$ cat src/rtl/mem_port_arbiter_pkg.sv
// Shared types and defaults for the unified-memory port arbiter.
package mem_port_arbiter_pkg;

  localparam int DEF_ADDR_W = 32;
  localparam int DEF_DATA_W = 32;

  // Arbiter FSM state codes
  typedef enum logic [1:0] {
    ARB_IDLE    = 2'd0,
    ARB_ACC_CPU = 2'd1,
    ARB_ACC_DBG = 2'd2,
    ARB_RESP    = 2'd3
  } arbState_t;

  // Which requester owns the access currently in flight
  typedef enum logic {
    OWN_CPU = 1'b0,
    OWN_DBG = 1'b1
  } owner_t;

endpackage

$ cat src/rtl/mem_arb_fairness.sv
// Saturating CPU-grant counter used to bound DBG starvation.
module mem_arb_fairness #(
  parameter  int MAX_CPU_BURST = 4,
  localparam int CNT_W         = $clog2(MAX_CPU_BURST + 1)
) (
  input  logic iClk,
  input  logic iRst,
  input  logic iInc,
  input  logic iClr,
  output logic oFull
);

  logic [CNT_W-1:0] cnt;

  // Clear has priority; increment stops at the burst limit
  always_ff @(posedge iClk or negedge iRst) begin
    if (!iRst)                cnt <= '0;
    else if (iClr)            cnt <= '0;
    else if (iInc && !oFull)  cnt <= cnt + 1'b1;
  end

  assign oFull = (cnt == CNT_W'(MAX_CPU_BURST));

endmodule

$ cat src/rtl/mem_port_arbiter.sv
// Two-port (CPU / debug) arbiter in front of the single synchronous RAM.
// One access every two cycles: ACC issues the strobe, RESP returns data and re-arbitrates.
module mem_port_arbiter
  import mem_port_arbiter_pkg::*;
#(
  parameter int ADDR_W        = DEF_ADDR_W,
  parameter int DATA_W        = DEF_DATA_W,
  parameter int MAX_CPU_BURST = 4
) (
  input  logic              iClk,
  input  logic              iRst,
  input  logic              iCpuReq,
  input  logic              iCpuWe,
  input  logic [ADDR_W-1:0] iCpuAddr,
  input  logic [DATA_W-1:0] iCpuWData,
  output logic              oCpuGnt,
  output logic              oCpuValid,
  output logic [DATA_W-1:0] oCpuRData,
  input  logic              iDbgReq,
  input  logic              iDbgWe,
  input  logic [ADDR_W-1:0] iDbgAddr,
  input  logic [DATA_W-1:0] iDbgWData,
  output logic              oDbgGnt,
  output logic              oDbgValid,
  output logic [DATA_W-1:0] oDbgRData,
  input  logic              iDbgHalt,
  output logic [ADDR_W-1:0] oMemAddr,
  output logic [DATA_W-1:0] oMemWData,
  output logic              oMemWe,
  output logic              oMemRe,
  input  logic [DATA_W-1:0] iMemRData
);

  arbState_t         state, nextState;
  owner_t            owner;
  logic              grantCpu, grantDbg;
  logic              cpuElig, fairFull;
  logic              latWe;
  logic [ADDR_W-1:0] latAddr;
  logic [DATA_W-1:0] latWData;
  logic [DATA_W-1:0] cpuHold, dbgHold;
  logic              inAcc, respRead;

  assign cpuElig = iCpuReq & ~iDbgHalt;

  mem_arb_fairness #(.MAX_CPU_BURST(MAX_CPU_BURST)) uFair (
    .iClk  (iClk),
    .iRst  (iRst),
    .iInc  (grantCpu & iDbgReq),
    .iClr  (grantDbg | ~iDbgReq),
    .oFull (fairFull)
  );

  // State register
  always_ff @(posedge iClk or negedge iRst) begin
    if (!iRst) state <= ARB_IDLE;
    else       state <= nextState;
  end

  // Next state and grant decision; arbitration only happens in IDLE and RESP
  always_comb begin
    nextState = state;
    grantCpu  = 1'b0;
    grantDbg  = 1'b0;
    case (state)
      ARB_IDLE, ARB_RESP: begin
        if (cpuElig && !(iDbgReq && fairFull)) grantCpu = 1'b1;
        else if (iDbgReq)                      grantDbg = 1'b1;
        if (grantCpu)      nextState = ARB_ACC_CPU;
        else if (grantDbg) nextState = ARB_ACC_DBG;
        else               nextState = ARB_IDLE;
      end
      ARB_ACC_CPU, ARB_ACC_DBG: nextState = ARB_RESP;
      default:                  nextState = ARB_IDLE;
    endcase
  end

  // Latch the winner's attributes on the edge entering ACC
  always_ff @(posedge iClk or negedge iRst) begin
    if (!iRst) begin
      owner    <= OWN_CPU;
      latWe    <= 1'b0;
      latAddr  <= '0;
      latWData <= '0;
    end else if (grantCpu) begin
      owner    <= OWN_CPU;
      latWe    <= iCpuWe;
      latAddr  <= iCpuAddr;
      latWData <= iCpuWData;
    end else if (grantDbg) begin
      owner    <= OWN_DBG;
      latWe    <= iDbgWe;
      latAddr  <= iDbgAddr;
      latWData <= iDbgWData;
    end
  end

  assign inAcc    = (state == ARB_ACC_CPU) || (state == ARB_ACC_DBG);
  assign respRead = (state == ARB_RESP) && !latWe;

  // Capture completed read data so each port's rdata persists until its next read
  always_ff @(posedge iClk or negedge iRst) begin
    if (!iRst) begin
      cpuHold <= '0;
      dbgHold <= '0;
    end else if (respRead) begin
      if (owner == OWN_CPU) cpuHold <= iMemRData;
      else                  dbgHold <= iMemRData;
    end
  end

  // Strobes are decoded from state so an async reset drops them immediately
  assign oMemAddr  = latAddr;
  assign oMemWData = latWData;
  assign oMemWe    = inAcc & latWe;
  assign oMemRe    = inAcc & ~latWe;

  assign oCpuGnt   = (state == ARB_ACC_CPU);
  assign oDbgGnt   = (state == ARB_ACC_DBG);
  assign oCpuValid = (state == ARB_RESP) && (owner == OWN_CPU);
  assign oDbgValid = (state == ARB_RESP) && (owner == OWN_DBG);
  assign oCpuRData = (respRead && owner == OWN_CPU) ? iMemRData : cpuHold;
  assign oDbgRData = (respRead && owner == OWN_DBG) ? iMemRData : dbgHold;

endmodule
$ cat config.mk
export PLATFORM = sky130hd
export DESIGN_NAME = mem_port_arbiter
export DESIGN_NICKNAME = d
export VERILOG_FILES = /design/src/rtl/mem_port_arbiter_pkg.sv /design/src/rtl/mem_arb_fairness.sv /design/src/rtl/mem_port_arbiter.sv
export SDC_FILE = /design/constraint.sdc
export NUM_CORES = 1
export LEC_CHECK = 0
export CELL_PAD_IN_SITES_DETAIL_PLACEMENT = 1
export CELL_PAD_IN_SITES_GLOBAL_PLACEMENT = 1
export CORE_MARGIN = 8
export CORE_UTILIZATION = 35
export DETAILED_ROUTE_END_ITERATION = 7
export PLACE_DENSITY_LB_ADDON = 0.15
export SLEW_MARGIN = 0
export SYNTH_ARGS = -nofsm -noshare
export SYNTH_HDL_FRONTEND = slang
export SYNTH_SLANG_ARGS = --single-unit
$ cat constraint.sdc
create_clock -name iClk -period 3.4 [get_ports iClk]
set_input_delay 0.68 -clock iClk [delete_from_list [all_inputs] [get_ports iClk]]
set_output_delay 0.68 -clock iClk [all_outputs]
set_load 0.01 [all_outputs]
-- Yosys cells after proc, flatten, opt, wreduce, memory -nomap -nowiden
Index checks and enable logic that the tools add are counted.
- bits in registers: 135
- output and inout port bits: 134
- word-level logic and storage cells: 63
- $add $sub $neg: 1
- equality and inequality tests: 4
- muxes and demuxes: 22
- bitwise gates (word level): 9
- reduce and logical (&&, ||, !) cells: 19
- operators with widths (operator ; count):
    $mux W32 ; 6
    $mux W1 ; 11
    $logic_and A1 B1 Y1 ; 8
    $mux W3 ; 2
    $and A1 B1 Y1 ; 4
    $eq A2 B2 Y1 const B ; 2
    $mux W2 ; 2
    $not A1 Y1 ; 4
    $pmux W2 S2 ; 1
    $reduce_and A2 Y1 ; 2
    $reduce_bool A2 Y1 ; 2
    $reduce_or A2 Y1 ; 2
    $add A3 B1 Y3 const B ; 1
    $eq A3 B3 Y1 const B ; 1
    $logic_not A1 Y1 ; 3
    $eq A2 B1 Y1 const B ; 1
    $logic_not A2 Y1 ; 1
    $logic_or A1 B1 Y1 ; 1
    $or A1 B1 Y1 ; 1

-- Longest topological paths before layout
Gate-level depths: netlist of run 1.
- depth in word-level cells: 11
- mapped depth: 7
- depth with buffers taken out: 5

-- By module
Synthesis of run 1 repeated with hierarchy kept, for this count alone.
- cell total of the unflattened synthesis: 570
- area total of the unflattened synthesis: 6085.8 um^2
- by module, submodules not included (module ; times used ; cells an instance ; area an instance (um^2)):
    mem_port_arbiter ; 1 ; 552 ; 5893.2
    mem_arb_fairness ; 1 ; 18 ; 192.7

-- Worst setup path after synthesis of run 1
OpenSTA, ideal clock, no wires.
- kind: register to output
- start point: register state[0]
- end point: output oCpuRData[21]
- arrival: 1560 ps
- setup slack: 1160 ps
- cell stages (with the launch flop): 7
- buffers on the path: 2
- cells stage by stage: dfrtp_1 -> ha_1 -> nor2b_1 -> and2_1 -> buf_2 -> buf_4 -> mux2_1
- longest elaborated chain between the ends: 4
- RTL lines (item ; RTL line ; source):
    start: declaration ; mem_port_arbiter.sv:34 ; arbState_t state, nextState;
    start signal: assignment ; mem_port_arbiter.sv:57 ; else state <= nextState;
    $eq A2 B2 Y1 ; mem_port_arbiter.sv:99 ; assign respRead = (state == ARB_RESP) && !latWe;
    $logic_and A1 B1 Y1 ; mem_port_arbiter.sv:99 ;
    $logic_and A1 B1 Y1 ; mem_port_arbiter.sv:122 ; assign oCpuRData = (respRead && owner == OWN_CPU) ? iMemRData : cpuHold;
    $mux W32 ; mem_port_arbiter.sv:122 ;
    end: declaration ; mem_port_arbiter.sv:18 ; output logic [DATA_W-1:0] oCpuRData,
Every way passes these cells.

-- Worst setup path after layout of run 1
- start point: register state[0]
- end point: output oDbgRData[20]
- longest elaborated chain between the ends: 4
- RTL lines (item ; RTL line ; source):
    $eq A2 B2 Y1 ; mem_port_arbiter.sv:99 ;
    $logic_and A1 B1 Y1 ; mem_port_arbiter.sv:99 ;
    $logic_and A1 B1 Y1 ; mem_port_arbiter.sv:123 ; assign oDbgRData = (respRead && owner == OWN_DBG) ? iMemRData : dbgHold;
    $mux W32 ; mem_port_arbiter.sv:123 ;
    end: declaration ; mem_port_arbiter.sv:25 ; output logic [DATA_W-1:0] oDbgRData,
Every way passes these cells.

==> metrics.cfg, run 1 <==
[status]
outcome=finished clean

[synthesis]
synth_area_um2=7260
seq_area_frac_synth_pct=46.5
synth_ff_type=dfrtp_1
ys_async_sr_fraction_pct=100
postSynthRegisterBits=135
synth_edf_count=0
yosysWarnings=0
synth.distinct_cells=34
syn-instance-count=640
synth_fp_nets=812
avgSynthCellArea_um2=11.3

[global_routing]
grt_pass1_wl_mm=43.5
grt_pass1_vias=7230
grt_use_total_pct=21.3
grt-ovfl-total=0
grt_antenna_before_repair=1
grt_max_degree=102

[route]
dr.pass1.iters=4
wl_mm=27.5
via_per_inst=5.46
drc=0
avgRoutedWirePerCell_um=23.3
ant_nets=0
drtIter0Drc=318
vias=6461

[worst_setup_path]
worst-path-buf-inv=2
reg2reg_from=state[0]
path_cells=ha_1 > and2_1 > nand2_1 > buf_6 > mux2_2 > clkdlybuf4s50_1
end_kind=output pin
worst_ep_arrival_time_ns=2.52
slowest_stage=clkdlybuf4s50_1
slowest_delay_ns=0.50
cp-start-kind=flip-flop
crit_fanout=32
r2r_cells=6
reg2reg_setup_slack_ns=0.74
crit_family=buffers and inverters
reg2reg_to=oMemWData[23]
critPathKind=flip-flop to output pin
worst-endpoint-required_ns=2.72

[die]
dieArea_um2=25600
row_count=52
io_pins=301
fp.dieH_um=160
core-area_um2=20300
initial_core_util_pct=35.8
die_w_um=160

[hold_path]
hold_path_class=primary input to async pin

[clocking]
cts_root_buf=clkbuf_16
cts_buffer_depth=2
cts_sinks=135
cts_tree=done
clk_latency_ns=0.42
cts_buffers=17
postCtsSetupBuffers=0
htreeDepth=4
clk_pin_slew_ns=0.06

[timing]
tightest_slew_ns=1.06
relSlewSlack_pct=29.5
setup_viol=0
rsz0062_at_grt=no
fin_crit_ns=3.20
fin_worst_skew_ns=0.00702
hold_slack_ns=0.379
max_freq_mhz=313
drv_slew=0
timing.final.hold_violations=0
setup_tns_ns=0
fin_crit_sh_pct=94.0
worst_slack_ns=0.204

[layout]
final.fill_count=2125
final_common_cell=clkdlybuf4s50_1
seq_area_um2=3380
multi_input_area_um2=3250
area_growth_pct=51.9
nets=1071
layout_common_cells=clkdlybuf4s50_1, dfrtp_1, inv_1, and4b_1, a22oi_1
drive_gt1_share_pct=15.5
final_area_um2=11000

[power]
switching_share_pct=37.3
p_clk_share_pct=19.6
internal-power_uw=6520
switching_power_uw=3890
p_comb_share_pct=53.8
power_frac_seq_pct=26.6
p_leak_uw=0.00474
irDropWorstVdd_mv=0.400
cellPowerDensity_nw_per_um2=943

[place]
pre_cts_slack_ns=0.539
place_area_um2=10400
gp_congestion=0.833
hpwlAfterDp_mm=19.8
port_buffers=300

[job]
max_cap_viol_count=0

==> routing by layer <==
metal	vias to the layer above	share of wire [%]	routed length (µm)	track usage [%]
li1	2938	-	-	-
met3	33	6.0	1650	6.02
met5	-	0	0	0
met4	0	2.1	581	6.84
met1	3257	41	11300	25.3
met2	233	51	14000	36.5
==> Yosys cell counts (2+ instances only) <==
master,instances,area (µm²)
a22oi_1,65,488
ha_1,5,62.6
nor2_1,2,7.51
mux2_1,20,225
dfrtp_1,135,3380
a221oi_2,38,571
and4b_1,65,651
buf_6,3,33.8
a21oi_1,3,15.0
and2_1,2,12.5
nand2_1,4,15.0
buf_1,2,7.51
o21ai_1,4,20.0
mux2_2,44,495
buf_2,34,170
buf_4,11,82.6
inv_2,2,7.51
o21a_1,2,15.0
clkbuf_1,25,93.8
clkbuf_2,3,15.0
o21ai_0,64,320
inv_1,69,259
a221oi_1,27,236
==> power groups by stage <==
stage	logic (µW)	registers, µW	clock network (µW)
after floorplan	2740	2880	0
after global placement	5470	2750	0
after detailed placement	5680	2790	0
after CTS	5700	2780	2070
after global routing	6050	2870	2150
final	5600	2770	2040
==> logic make-up (layout without fill, tap and decap cells) <==
kind of cell    count (synthesis)  count (layout)  synth area share [%]
compound gates                204             204                  23.0
flops                         135             135                  46.5
other cells                     0               2                     0
simple gates                   83              83                  10.4
fa+ha+maj                       5               5                 0.862
mux                            64              64                  9.93
buf+inv                       149             420                  9.22
==> how the worst max path moves through the flow <==
stage / startpoint / to / cells past startpoint
global route: state[0] / oCpuRData[6] / 6
CTS: state[0] / oDbgRData[23] / 6
finish: state[0] / oDbgRData[20] / 6
global placement: state[0] / oDbgRData[17] / 6
detailed placement: state[0] / oDbgRData[23] / 6
floorplan: state[0] / oCpuRData[21] / 6
==> stage by stage <==
step | std cells | util, % | power, µW
6_report | 1183 | 54.3 | 10400
3_5_place_dp | 1150 | 51.2 | 8470
5_1_grt | 1182 | 54.3 | 11100
3_3_place_gp | 1150 | 51.2 | 8220
2_1_floorplan | 640 | - | 5620
4_1_cts | 1181 | 54.3 | 10600
==> area by class of cell <==
type	instances	share of cell area, %
Timing Repair Buffer	318	28.6
Tap cell	270	3.06
Inverter	71	2.44
Clock inverter	14	1.92
Clock buffer	17	3.86
Sequential cell	135	30.6
Multi-Input combinational cell	356	29.4
Antenna cell	2	0.0454
==> state kept, by name, indices dropped and copies added (netlist names) <==
name and flops:
cpuHold 32, dbgHold 32, latWe 1, oMemAddr 32, oMemWData 32, owner 1
state 2, uFair.cnt 3
==> repair_timing <==
item	CTS	global route
endpoints found under the setup margin	0	14
hold buffers	0	0
resized for setup	0	1
(Power assumes the default switching activity.)
==> inputs of run 2 (changes only) <==
--- a/config.mk
+++ b/config.mk
@@ -7,8 +7,9 @@
 export LEC_CHECK = 0
 export CELL_PAD_IN_SITES_DETAIL_PLACEMENT = 1
 export CELL_PAD_IN_SITES_GLOBAL_PLACEMENT = 1
-export CORE_MARGIN = 8
+export CORE_MARGIN = 2
 export CORE_UTILIZATION = 35
+export CTS_CLUSTER_SIZE = 10
 export DETAILED_ROUTE_END_ITERATION = 7
 export PLACE_DENSITY_LB_ADDON = 0.15
 export SLEW_MARGIN = 0
==> constraint.sdc (replaced) <==
create_clock -name iClk -period 3.4 [get_ports iClk]
set_input_delay 0.68 -clock iClk [delete_from_list [all_inputs] [get_ports iClk]]
set_output_delay 0.68 -clock iClk [all_outputs]
set_load 0.05 [all_outputs]
==> metrics.cfg, run 2 (synthesis gave the netlist of run 1 again) <==
[clocking]
cts_root_buf=clkbuf_16  ; unchanged
cts_buffer_depth=2  ; unchanged
clk_latency_ns=0.42  ; about the same
cts_tree=done  ; unchanged
ctsHoldBuffers=0  ; unchanged
cts_sinks=135  ; unchanged
cts-resized-gates=0  ; unchanged
clk_pin_slew_ns=0.06  ; about the same
cts_buffers=17  ; unchanged
postCtsSetupBuffers=0  ; unchanged
htreeDepth=4  ; unchanged

[timing]
timing.final.hold_violations=0  ; unchanged
tightest_slew_ns=1.06  ; about the same
drv_slew=0  ; unchanged
max_freq_mhz=329  ; was 313 MHz
setup_viol=0  ; unchanged
relSlewSlack_pct=29.1  ; was 29.5%
setup_tns_ns=0  ; unchanged
fin_crit_ns=3.04  ; was 3.20 ns
fin_worst_skew_ns=0.00967  ; was 0.00702 ns
rsz0062_at_grt=no  ; unchanged
fin_crit_sh_pct=89.3  ; was 94.0%

[worst_setup_path]
end_kind=output pin  ; unchanged
r2r_cells=7  ; was 6
crit_fanout=32  ; unchanged
worst-endpoint-required_ns=2.72  ; about the same
reg2reg_from=state[0]  ; unchanged
worst_ep_arrival_time_ns=2.36  ; was 2.52 ns
cp-start-kind=flip-flop  ; unchanged
critPathKind=flip-flop to output pin  ; unchanged
reg2reg_to=uFair.cnt[0]  ; was oMemWData[23]
reg2reg_setup_slack_ns=0.92  ; was 0.74 ns

[job]
max_cap_viol_count=0  ; unchanged

[route]
avgRoutedWirePerCell_um=23.1  ; was 23.3 µm
drtIter0Drc=326  ; was 318
drc=0  ; unchanged
dr.pass1.iters=5  ; was 4
vias=6563  ; was 6461
wl_mm=27.4  ; was 27.5 mm
via_per_inst=5.55  ; was 5.46
ant_nets=0  ; unchanged

[layout]
layout_common_cells=clkdlybuf4s50_1, dfrtp_1, inv_1, and4b_1, a22oi_1  ; unchanged
drive_gt1_share_pct=22.4  ; was 15.5%
area_growth_pct=56.6  ; was 51.9%
nets=1070  ; was 1071
fin_cells=1182  ; was 1183
final_common_cell=clkdlybuf4s50_1  ; unchanged

[place]
hpwlAfterDp_mm=18.9  ; was 19.8 mm
port_buffers=300  ; unchanged
gp_congestion=0.787  ; was 0.833
placed_cells=1149  ; was 1150

[hold_path]
hold_path_class=primary input to async pin  ; unchanged

[die]
dieArea_um2=21900  ; was 25600 µm²
core-area_um2=20300  ; unchanged
row_count=52  ; unchanged
die_w_um=148  ; was 160 µm
io_pins=301  ; unchanged
initial_core_util_pct=35.8  ; unchanged
fp.dieH_um=148  ; was 160 µm

[power]
cellPowerDensity_nw_per_um2=1230  ; was 943 nW/µm²
p_leak_uw=0.00498  ; was 0.00474 µW
irDropWorstVdd_mv=0.550  ; was 0.400 mV

[global_routing]
use_met1_pct=30.3  ; was 25.3%
grt_antenna_before_repair=2  ; was 1
grt_use_total_pct=25.1  ; was 21.3%
grtUsageMet3_pct=4.69  ; was 6.02%
grt-ovfl-total=0  ; unchanged
grt_pass1_vias=7217  ; was 7230
globalRoute.busiestLayer=met2  ; unchanged
grt_max_degree=71  ; was 102
met2_usage_pct=44.5  ; was 36.5%
grt_pass1_wl_mm=43.0  ; was 43.5 mm

[status]
outcome=finished clean  ; unchanged

[run 2: cell count changes in the layout (fill, tap and decap cells not counted), sizes merged]
cell and delta:
bufinv -1, clkbuf +1, clkinvlp +1, clkdlybuf4s50 -64
clkinv +5, inv -6, buf +63
[run 2: power breakdown]
part           internal (µW)  total, µW  switching [µW]
logic                   3500       9240            5740
registers               2420       2800             378
clock network           1180       1920             744
total                   7100      14000            6860
[run 2: layer usage]
metal,share of wire [%],vias to the layer above
met5,0,-
met4,2.9,0
met3,5.6,46
met2,51,260
met1,40,3324
li1,-,2933
[run 2: critical path, cell delays in order (launching register included)]
cell and delay (ns):
dfrtp_1 0.38, ha_1 0.17, nor2b_1 0.18, and2_1 0.15, buf_4 0.41, mux2_1 0.42, buf_4 0.21
[run 2: per-stage QoR]
stage,utilization (%),total power [µW],hold WS (ns),setup WS [ns],area [µm²]
final,56.0,14000,0.235,0.363,11400
after global placement,53.0,11800,0.466,0.673,10800
after detailed placement,53.0,12100,0.479,0.584,10800
after global routing,56.0,14600,0.269,0.209,11400
after CTS,56.0,14100,0.267,0.315,11400
after floorplan,-,8380,0.384,0.420,7260
[run 2: how the worst max path moves through the flow]
stage	startpoint	slack [ns]	cells after the start	end
3_5_place_dp	iCpuReq	0.58	4	oMemAddr[9]
4_1_cts	state[1]	0.31	6	oCpuRData[19]
5_1_grt	state[1]	0.21	6	oCpuRData[19]
2_1_floorplan	state[0]	0.42	6	oCpuRData[21]
3_3_place_gp	iCpuReq	0.67	4	oMemAddr[12]
6_report	state[1]	0.36	6	oCpuRData[19]
[run 2: layout make-up]
type | count | area, µm²
timing repair buffer | 317 | 3520
fill | 2115 | 8930
multi-input combinational | 356 | 3250
tap | 270 | 338
antenna | 2 | 5.00
inverter | 71 | 269
clock inverter | 13 | 171
clock buffer | 18 | 439
sequential | 135 | 3380
==> inputs of run 3 (changes only) <==
--- a/config.mk
+++ b/config.mk
@@ -12,6 +12,7 @@
 export CTS_CLUSTER_SIZE = 10
 export DETAILED_ROUTE_END_ITERATION = 7
 export PLACE_DENSITY_LB_ADDON = 0.15
+export SETUP_SLACK_MARGIN = 0.5
 export SLEW_MARGIN = 0
 export SYNTH_ARGS = -nofsm -noshare
 export SYNTH_HDL_FRONTEND = slang
==> metrics.cfg, run 3 (synthesis gave the netlist of run 1 again) <==
[status]
outcome=finished clean  ; unchanged

[layout]
final_common_cell=clkdlybuf4s50_1  ; unchanged
drive_gt1_share_pct=23.1  ; was 22.4%
antenna_cells=0  ; was 2
layout_common_cells=clkdlybuf4s50_1, dfrtp_1, inv_1, and4b_1, a22oi_1  ; unchanged
nets=1074  ; was 1070
area_growth_pct=58.5  ; was 56.6%
final_util_pct=56.7  ; was 56.0%

[worst_setup_path]
path_cells=ha_1 > nor2b_2 > and2_4 > clkbuf_16 > mux2_1 > buf_4  ; was ha_1 > nor2b_1 > and2_1 > buf_4 > mux2_1 > buf_4
crit_family=flip-flops  ; was buffers and inverters
cp-start-kind=flip-flop  ; unchanged
slowest_delay_ns=0.41  ; was 0.42 ns
crit_fanout=16  ; was 32
endpoint=oCpuRData[5]  ; was oCpuRData[19]
worst_ep_arrival_time_ns=2.16  ; was 2.36 ns
reg2reg_to=uFair.cnt[0]  ; unchanged
startpoint=state[0]  ; was state[1]
critPathKind=flip-flop to output pin  ; unchanged
worst-endpoint-required_ns=2.72  ; about the same
r2r_cells=7  ; unchanged
worst-path-buf-inv=2  ; unchanged
crit_cells=6  ; unchanged
slowest_stage=dfrtp_1  ; was mux2_1
reg2reg_from=state[0]  ; unchanged
reg2reg_setup_slack_ns=0.97  ; was 0.92 ns
end_kind=output pin  ; unchanged

[power]
p_leak_uw=0.00505  ; was 0.00498 µW
switching_share_pct=48.8  ; was 49.1%
irDropWorstVdd_mv=0.451  ; was 0.550 mV
cellPowerDensity_nw_per_um2=1220  ; was 1230 nW/µm²
power_frac_seq_pct=19.9  ; was 20.1%
p_comb_share_pct=65.6  ; was 66.2%
switching_power_uw=6860  ; about the same
internal-power_uw=7210  ; was 7100 µW
p_clk_share_pct=14.5  ; was 13.8%

[timing]
fin_worst_skew_ns=0.0107  ; was 0.00967 ns
tightest_slew_ns=0.742  ; was 1.06 ns
fin_crit_sh_pct=83.4  ; was 89.3%
worst_slack_ns=0.565  ; was 0.363 ns
fin_crit_ns=2.84  ; was 3.04 ns
setup_tns_ns=0  ; unchanged
rsz0062_at_grt=yes  ; was no
drv_slew=0  ; unchanged
max_freq_mhz=353  ; was 329 MHz
relSlewSlack_pct=50.5  ; was 29.1%
setup_viol=0  ; unchanged
timing.final.hold_violations=0  ; unchanged

[place]
gp_congestion=0.796  ; was 0.787
hpwlAfterDp_mm=18.4  ; was 18.9 mm
port_buffers=300  ; unchanged
pre_cts_slack_ns=0.530  ; was 0.584 ns

[clocking]
cts_sinks=135  ; unchanged
clk_latency_ns=0.42  ; about the same
htreeDepth=4  ; unchanged
cts_buffers=17  ; unchanged
cts_tree=done  ; unchanged
clk_pin_slew_ns=0.06  ; about the same
cts_buffer_depth=2  ; unchanged
cts_root_buf=clkbuf_16  ; unchanged

[route]
vias=6566  ; was 6563
ant_nets=0  ; unchanged
wl_mm=27.4  ; about the same
dr.pass1.iters=5  ; unchanged
avgRoutedWirePerCell_um=23.1  ; about the same
drc=0  ; unchanged
via_per_inst=5.54  ; was 5.55
drtIter0Drc=263  ; was 326

[job]
max_cap_viol_count=0  ; unchanged

[die]
core-area_um2=20300  ; unchanged
dieArea_um2=21900  ; unchanged
row_count=52  ; unchanged
initial_core_util_pct=35.8  ; unchanged
die_w_um=148  ; unchanged
io_pins=301  ; unchanged
fp.dieH_um=148  ; unchanged

[global_routing]
grt_max_degree=74  ; was 71
met2_usage_pct=44.0  ; was 44.5%
grt_use_total_pct=24.9  ; was 25.1%
grt_antenna_before_repair=0  ; was 2
use_met1_pct=30.3  ; about the same
grt_pass1_wl_mm=42.3  ; was 43.0 mm
grt-ovfl-total=0  ; unchanged
grt_pass1_vias=7321  ; was 7217
globalRoute.busiestLayer=met2  ; unchanged
grtUsageMet3_pct=5.52  ; was 4.69%

[hold_path]
hold_path_class=primary input to async pin  ; unchanged

[run 3: timing repair]
action,in CTS,in global routing
hold buffers,0,0
gates resized for setup,8,3
buffers inserted,0,1
endpoints found under the setup margin,66,64
cloned,0,1
pin swaps,0,0
[run 3: worst min path at each step]
stage | cells after the start | to | startpoint | slack [ns]
floorplan | 0 | cpuHold[0] | iRst | 0.38
global placement | 1 | cpuHold[22] | cpuHold[22] | 0.47
detailed placement | 1 | cpuHold[24] | cpuHold[24] | 0.48
CTS | 1 | cpuHold[19] | iRst | 0.26
global route | 1 | cpuHold[19] | iRst | 0.27
finish | 1 | dbgHold[19] | iRst | 0.24
[run 3: worst reg2reg max path: stages (launching register included)]
cell and delay, ns:
dfrtp_1 0.39, inv_1 0.06, ha_2 0.33, buf_4 0.56, nand3b_1 0.18, buf_4 0.30, or3_1 0.37, a21oi_1 0.15
[run 3: final cells by class]
class | count | area [µm²]
Sequential cell | 135 | 3380
Timing Repair Buffer | 321 | 3630
Tap cell | 270 | 338
Clock inverter | 14 | 213
Clock buffer | 18 | 429
Fill cell | 2087 | 8790
Multi-Input combinational cell | 356 | 3250
Inverter | 71 | 269
[run 3: layer usage]
layer / routed length (µm) / part of all wire [%]
met1: 11100 / 41
met2: 14100 / 51
met3: 1710 / 6.2
met4: 521 / 1.9
met5: 0 / 0
[run 3: metrics by stage]
stage,power (µW),cell area [µm²],cells,hold slack (ns)
2_1_floorplan,8390,7260,640,0.384
3_3_place_gp,11800,10800,1151,0.468
3_5_place_dp,12000,10800,1151,0.478
4_1_cts,14200,11500,1183,0.256
5_1_grt,14700,11500,1185,0.267
6_report,14100,11500,1185,0.238
[run 3: power by group through the flow]
stage / sequential, µW / clock, µW / combinational, µW
after floorplan: 4020 / 0 / 4360
after global placement: 2750 / 0 / 9030
after detailed placement: 2810 / 0 / 9220
after CTS: 2810 / 2090 / 9260
after global routing: 2880 / 2150 / 9700
final: 2800 / 2040 / 9230
==> RTL change 1, RTL diff (settings of run 1) <==
Encoding of `arbState_t`: now Gray code (2 bits for 4 states).
--- a/src/rtl/mem_port_arbiter_pkg.sv
+++ b/src/rtl/mem_port_arbiter_pkg.sv
@@ -8,6 +8,6 @@
   typedef enum logic [1:0] {
-    ARB_IDLE    = 2'd0,
-    ARB_ACC_CPU = 2'd1,
-    ARB_ACC_DBG = 2'd2,
-    ARB_RESP    = 2'd3
+    ARB_IDLE    = 2'b00,
+    ARB_ACC_CPU = 2'b01,
+    ARB_ACC_DBG = 2'b11,
+    ARB_RESP    = 2'b10
   } arbState_t;
Behaviour: same outputs for any inputs over 4 cycles, from zero or initial values and one cycle with iRst low; so few cycles prove little.
==> RTL change 1 against run 1 <==
  * Final cell count shrank 0.93%
  * Count of clock-buffer cells in the layout grew 1
  * First-iteration DRC count shrank 19%
  * Area after synthesis shrank 4.4%
  * Clock skew grew 0.0035 ns
  * Wire length grew 0.50%
  * Sequential cell count is the same
  * Final area shrank 3.2%
  * Worst setup slack lost 0.082 ns
Power is not compared: it rests on default switching activity, and its combinational part moved more than twofold at a synthesized area within 25%.
==> RTL change 1: results (changes against run 1) <==
adder-cell share of the synthesized area 0.361% (-0.50 points); Worst path slowest cell clkdlybuf4s50_1; static leakage 4.34 nW; CTS Buf Count 17 (unchanged); Least-Margin Pin Slew 0.898 ns (-0.159 ns); Hold Crit Class in2async; Synth area leaders dfrtp_1 49%, o221ai_1 8.2%, mux2_4 6.5%; final WL 27,700 um (+0.50%); number of distinct library cells after synthesis 33 (-2.9%); final layout net count 1,059 (-1.1%); shortest period the worst path allows 3.28 ns (+0.0816 ns); CTS HTree Levels 4 (unchanged); Critical Path Fanout Max 32 (unchanged); status finished, final reports clean; top-area cell type share of the netlist area 48.7% (+2.2 points); gr usage total 22.4% (+1.1 points); sequential-to-total area share from yosys stat 48.7% (+2.2 points); mux cell area share after synthesis 12.0% (+2.1 points); VDD IR max 304 uV; largest net degree at the start of global routing 87 (-15%); FF-to-FF Start uFair.cnt[0]; Clock Skew 0.0105 ns (+0.00349 ns); setup bufs post-CTS 0 (unchanged); yosys warns 0 (unchanged); R2R cell count 6 (unchanged); deepest clock path buffer count 2 (unchanged); dpl ws 0.547 ns (+0.00736 ns); compound-gate portion of the synthesized area 19.5% (-3.5 points); drt initial violations 258 (-19%); prevailing post-synth register cell dfrtp_1; syn nets 799 (-1.6%); I/O Buffers 300 (unchanged); clock latency on the worst-skew pair 0.42 ns (about the same); initial antenna violation count 3 (+2); Worst R2R End latWe; layout cell share with drive strength beyond 1 15.3% (-0.20 points); Async S/R FF share, synth 100% (unchanged); vias in the first global route 7,224 (-0.083%); max incr delay on CP 0.53 ns (+0.03 ns); CTS Root Cell clkbuf_16; drt pass-1 iters 4 (unchanged); post-DP HPWL 18,800 um (-4.8%); R2R setup slack 1.24 ns (+0.50 ns); Placer Congestion 0.819 (-1.6%); Worst Path Arrival 2.60 ns (+0.08 ns); first-pass GRT wire length 42,800 um (-1.6%); Synth top cells by count 135 x dfrtp_1, 67 x inv_1, 65 x a21oi_1, 65 x o221ai_1, 65 x o22ai_1; vias 6,317 (-2.2%); CTS clk-pin slew, worst paths 0.06 ns (about the same); xor and xnor fraction of the mapped netlist area 0% (unchanged)
[RTL change 1: cell types whose count changed in the layout (fill, tap and decap cells not counted), sizes merged, moves of 3 or more]
cell	run 1	this run
a22oi	65	0
or3b	0	65
and4b	65	0
a21oi	3	65
inv	77	74
buf	21	18
o22ai	0	65
a21boi	0	3
o221ai	0	65
o21ai	68	0
a221oi	65	0
ha	5	2
[RTL change 1: what timing repair did]
action / CTS / global route
endpoints found under the hold margin: 0 / 0
resized for setup: 0 / 1
setup endpoints to repair: 0 / 12
[RTL change 1: cell families after synthesis]
logic type / count (synthesis)
compound gates: 202
fa+ha+maj: 2
buf+inv: 141
flops: 135
mux: 64
simple gates: 86
[RTL change 1: metrics by stage]
step                      cells  area (sq um)  total power, mW  hold WS, ns
after floorplan             630          6940             3.53        0.384
after global placement     1136         10100             5.03        0.476
after detailed placement   1136         10100             5.14        0.479
after CTS                  1168         10700             7.09        0.370
after global routing       1170         10700             7.37        0.397
final                      1172         10700             7.00        0.289
[RTL change 1: where the power goes]
group          total (mW)  leakage (nW)  internal [mW]  switching (mW)
combinational        2.78          2.43           1.62            1.16
sequential           2.34          1.63           2.12           0.220
clock                1.88         0.282           1.10           0.779
[RTL change 1: how the worst max path moves through the flow]
stage	start	endpoint
2_1_floorplan	state[0]	oCpuRData[10]
4_1_cts	state[0]	oCpuRData[17]
5_1_grt	state[0]	oDbgRData[0]
3_5_place_dp	state[0]	oDbgRData[8]
6_report	state[0]	oDbgRData[14]
3_3_place_gp	state[0]	oDbgRData[8]
[RTL change 1: metal layers]
metal	track usage (%)	share of wire (%)
met5	0	0
met4	8.19	1.9
met3	6.62	8.3
met2	37.3	49
met1	27.1	40
[RTL change 1: area by class of cell]
class / count / area, sq um
Timing Repair Buffer: 314 / 3160
Clock buffer: 18 / 429
Antenna cell: 4 / 10.0
Inverter: 68 / 255
Fill cell: 2049 / 8790
Tap cell: 265 / 332
Multi-Input combinational cell: 354 / 2950
Sequential cell: 135 / 3380
Clock inverter: 14 / 166
[RTL change 1: critical path: cells and delay by family, from the launching register on]
kind	cells	cell delay (ns)
buf+inv	2	0.78
mux	1	0.34
flops	1	0.51
simple gates	2	0.52
==> RTL change 2, RTL diff (settings of run 1) <==
Made on the original files. `MAX_CPU_BURST` is set to 4 in 2 places; all go to 8.
--- a/src/rtl/mem_arb_fairness.sv
+++ b/src/rtl/mem_arb_fairness.sv
@@ -2,3 +2,3 @@
 module mem_arb_fairness #(
-  parameter  int MAX_CPU_BURST = 4,
+  parameter  int MAX_CPU_BURST = 8,
   localparam int CNT_W         = $clog2(MAX_CPU_BURST + 1)
--- a/src/rtl/mem_port_arbiter.sv
+++ b/src/rtl/mem_port_arbiter.sv
@@ -7,3 +7,3 @@
   parameter int DATA_W        = DEF_DATA_W,
-  parameter int MAX_CPU_BURST = 4
+  parameter int MAX_CPU_BURST = 8
 ) (
Formal check against the unedited RTL: same outputs for any inputs over 4 cycles, from zero or initial values and one cycle with iRst low; that may be too few to reach the edited logic, so the function may still have changed.
==> RTL change 2 against run 1 <==
  * Critical path depth unchanged
  * Highest routed layer unchanged
  * Combinational power down 3.8%
  * Worst setup slack worse by 0.058 ns
  * Final area is 7.8% lower
  * Core utilization is 2.2 points higher
  * Wire length down 16%
  * Count of clock-buffer cells in the layout up 1
  * Global-route usage shrank 0.92 points
  * Power down 4.1%
  * Sequential cell count rose by 1
  * Area after synthesis shrank 12%
==> RTL change 2: results (changes against run 1) <==
layout cell share with drive strength beyond 1 5.67% (-9.8 points); CTS Buf Count 17 (unchanged); Worst Path Arrival 2.57 ns (+0.05 ns); Synth area leaders dfrtp_1 53%, nor2b_1 13%, mux2_1 11%; ANT cells 0 (-2); Max-Slew Margin vs Limit 49.2% (+20 points); CP endpoint oDbgRData[7]; global-route met2 utilization 35.6% (-0.91 points); status finished, final reports clean; first-pass GRT wire length 35,500 um (-18%); FF-to-FF Start state[0]; syn nets 721 (-11%); Fillers 1,875 (-12%); DR WL/cell 21.5 um (-7.5%); Clock Skew 0.0119 ns (+0.00492 ns); largest net degree at the start of global routing 80 (-22%); post-DP HPWL 17,300 um (-13%); CTS clk-pin slew, worst paths 0.06 ns (about the same); I/O Buffers 300 (unchanged); R2R setup slack 1.17 ns (+0.43 ns); Hold Crit Class in2async; Cell Area, Placed 9570 sq um (-7.8%); vias in the first global route 6,137 (-15%); Async S/R FF share, synth 100% (unchanged); Placer Congestion 0.771 (-7.4%); Net Sw Power 3.51 mW (-9.5%); Synth top cells by count 136 x dfrtp_1, 131 x nor2b_1, 68 x inv_1; deepest clock path buffer count 2 (unchanged); vias 5,488 (-15%); VDD IR max 535 uV (+34%); Worst R2R End oMemAddr[29]; grt met3 use 6.24% (+0.23 points); drt pass-1 iters 6 (+2); final layout net count 1,006 (-6.1%); crit path from state[1]; drt initial violations 351 (+10%); CTS HTree Levels 4 (unchanged); setup bufs post-CTS 0 (unchanged); R2R cell count 5 (-1); post-CTS resize count 0 (unchanged); M1 GR Usage 22.6% (-2.7 points); gr usage total 20.4% (-0.92 points); initial antenna violation count 0 (-1); CTS Hold Bufs 0 (unchanged); sequential-to-total area share from yosys stat 53.1% (+6.6 points); number of distinct library cells after synthesis 30 (-12%); static leakage 4.34 nW (-8.5%); CTS Root Cell clkbuf_16; yosys warns 0 (unchanged); clock latency on the worst-skew pair 0.42 ns (about the same); Critical Path Fanout Max 32 (unchanged)
RTL change 2: cell types whose count changed after synthesis, moves of 5 or more:
cell and delta:
a222oi_1 +65, o21ai_0 -62, a22oi_1 -65, and4b_1 -64, a221oi_1 -27, mux2_2 -44
buf_6 +7, buf_2 -21, nor2b_1 +130, a221oi_2 -38, clkbuf_1 -9, mux2_1 +44
buf_4 -5
RTL change 2: area by class of cell:
cell class	instances	area (sq um)	area share (%)
clock inverter	14	163	1.60
inverter	69	259	2.55
sequential	136	3400	33.5
timing repair buffer	311	3120	30.7
clock buffer	18	429	4.22
tap	229	287	2.82
multi-input combinational	299	2500	24.6
RTL change 2: stage by stage:
step / cells / hold WS, ns / worst slack, ns / total power, mW / util [%]
CTS: 1076 / 0.312 / 0.124 / 10.2 / 56.6
finish: 1076 / 0.276 / 0.145 / 9.98 / 56.6
detailed placement: 1044 / 0.470 / 0.578 / 8.23 / 53.3
global placement: 1044 / 0.462 / 0.646 / 7.94 / 53.3
global route: 1076 / 0.329 / 0.0250 / 10.6 / 56.6
floorplan: 549 / 0.384 / 1.16 / 5.53 / -
RTL change 2: routing by layer:
| layer | up-vias | routed length (um) | share of wire, % |
|---|---|---|---|
| met5 | - | 0 | 0 |
| met4 | 0 | 593 | 2.6 |
| met3 | 32 | 1850 | 8.0 |
| met1 | 2755 | 8830 | 38 |
| li1 | 2485 | - | - |
| met2 | 216 | 11900 | 51 |
RTL change 2: how the worst min path moves through the flow:
stage | to | slack (ns) | depth (start not counted)
floorplan | cpuHold[0] | 0.38 | 0
global placement | cpuHold[0] | 0.46 | 1
detailed placement | cpuHold[11] | 0.47 | 1
CTS | dbgHold[21] | 0.31 | 1
global route | dbgHold[21] | 0.33 | 1
finish | dbgHold[21] | 0.28 | 1
RTL change 2: logic make-up after synthesis:
kind of cell,after synthesis,share of synthesized area (%)
and+or+nand+nor,155,15.0
adders and majority gates,5,0.976
buffers and inverters,114,8.45
muxes,64,11.2
DFF,136,53.1
AOI/OAI and AO/OA,75,11.3
RTL change 2: critical path: stages (launching register included):
cell and delay (ns):
dfrtp_1 0.42, ha_1 0.20, and2_1 0.15, nand2_1 0.07, buf_4 0.39, mux2_1 0.40
clkdlybuf4s50_1 0.50
RTL change 2: power by group through the flow:
| stage | sequential [mW] | clock (mW) | combinational [mW] |
|---|---|---|---|
| 4_1_cts | 2.75 | 1.91 | 5.50 |
| 6_report | 2.73 | 1.86 | 5.39 |
| 2_1_floorplan | 2.86 | 0 | 2.67 |
| 5_1_grt | 2.82 | 1.99 | 5.83 |
| 3_5_place_dp | 2.76 | 0 | 5.47 |
| 3_3_place_gp | 2.70 | 0 | 5.24 |
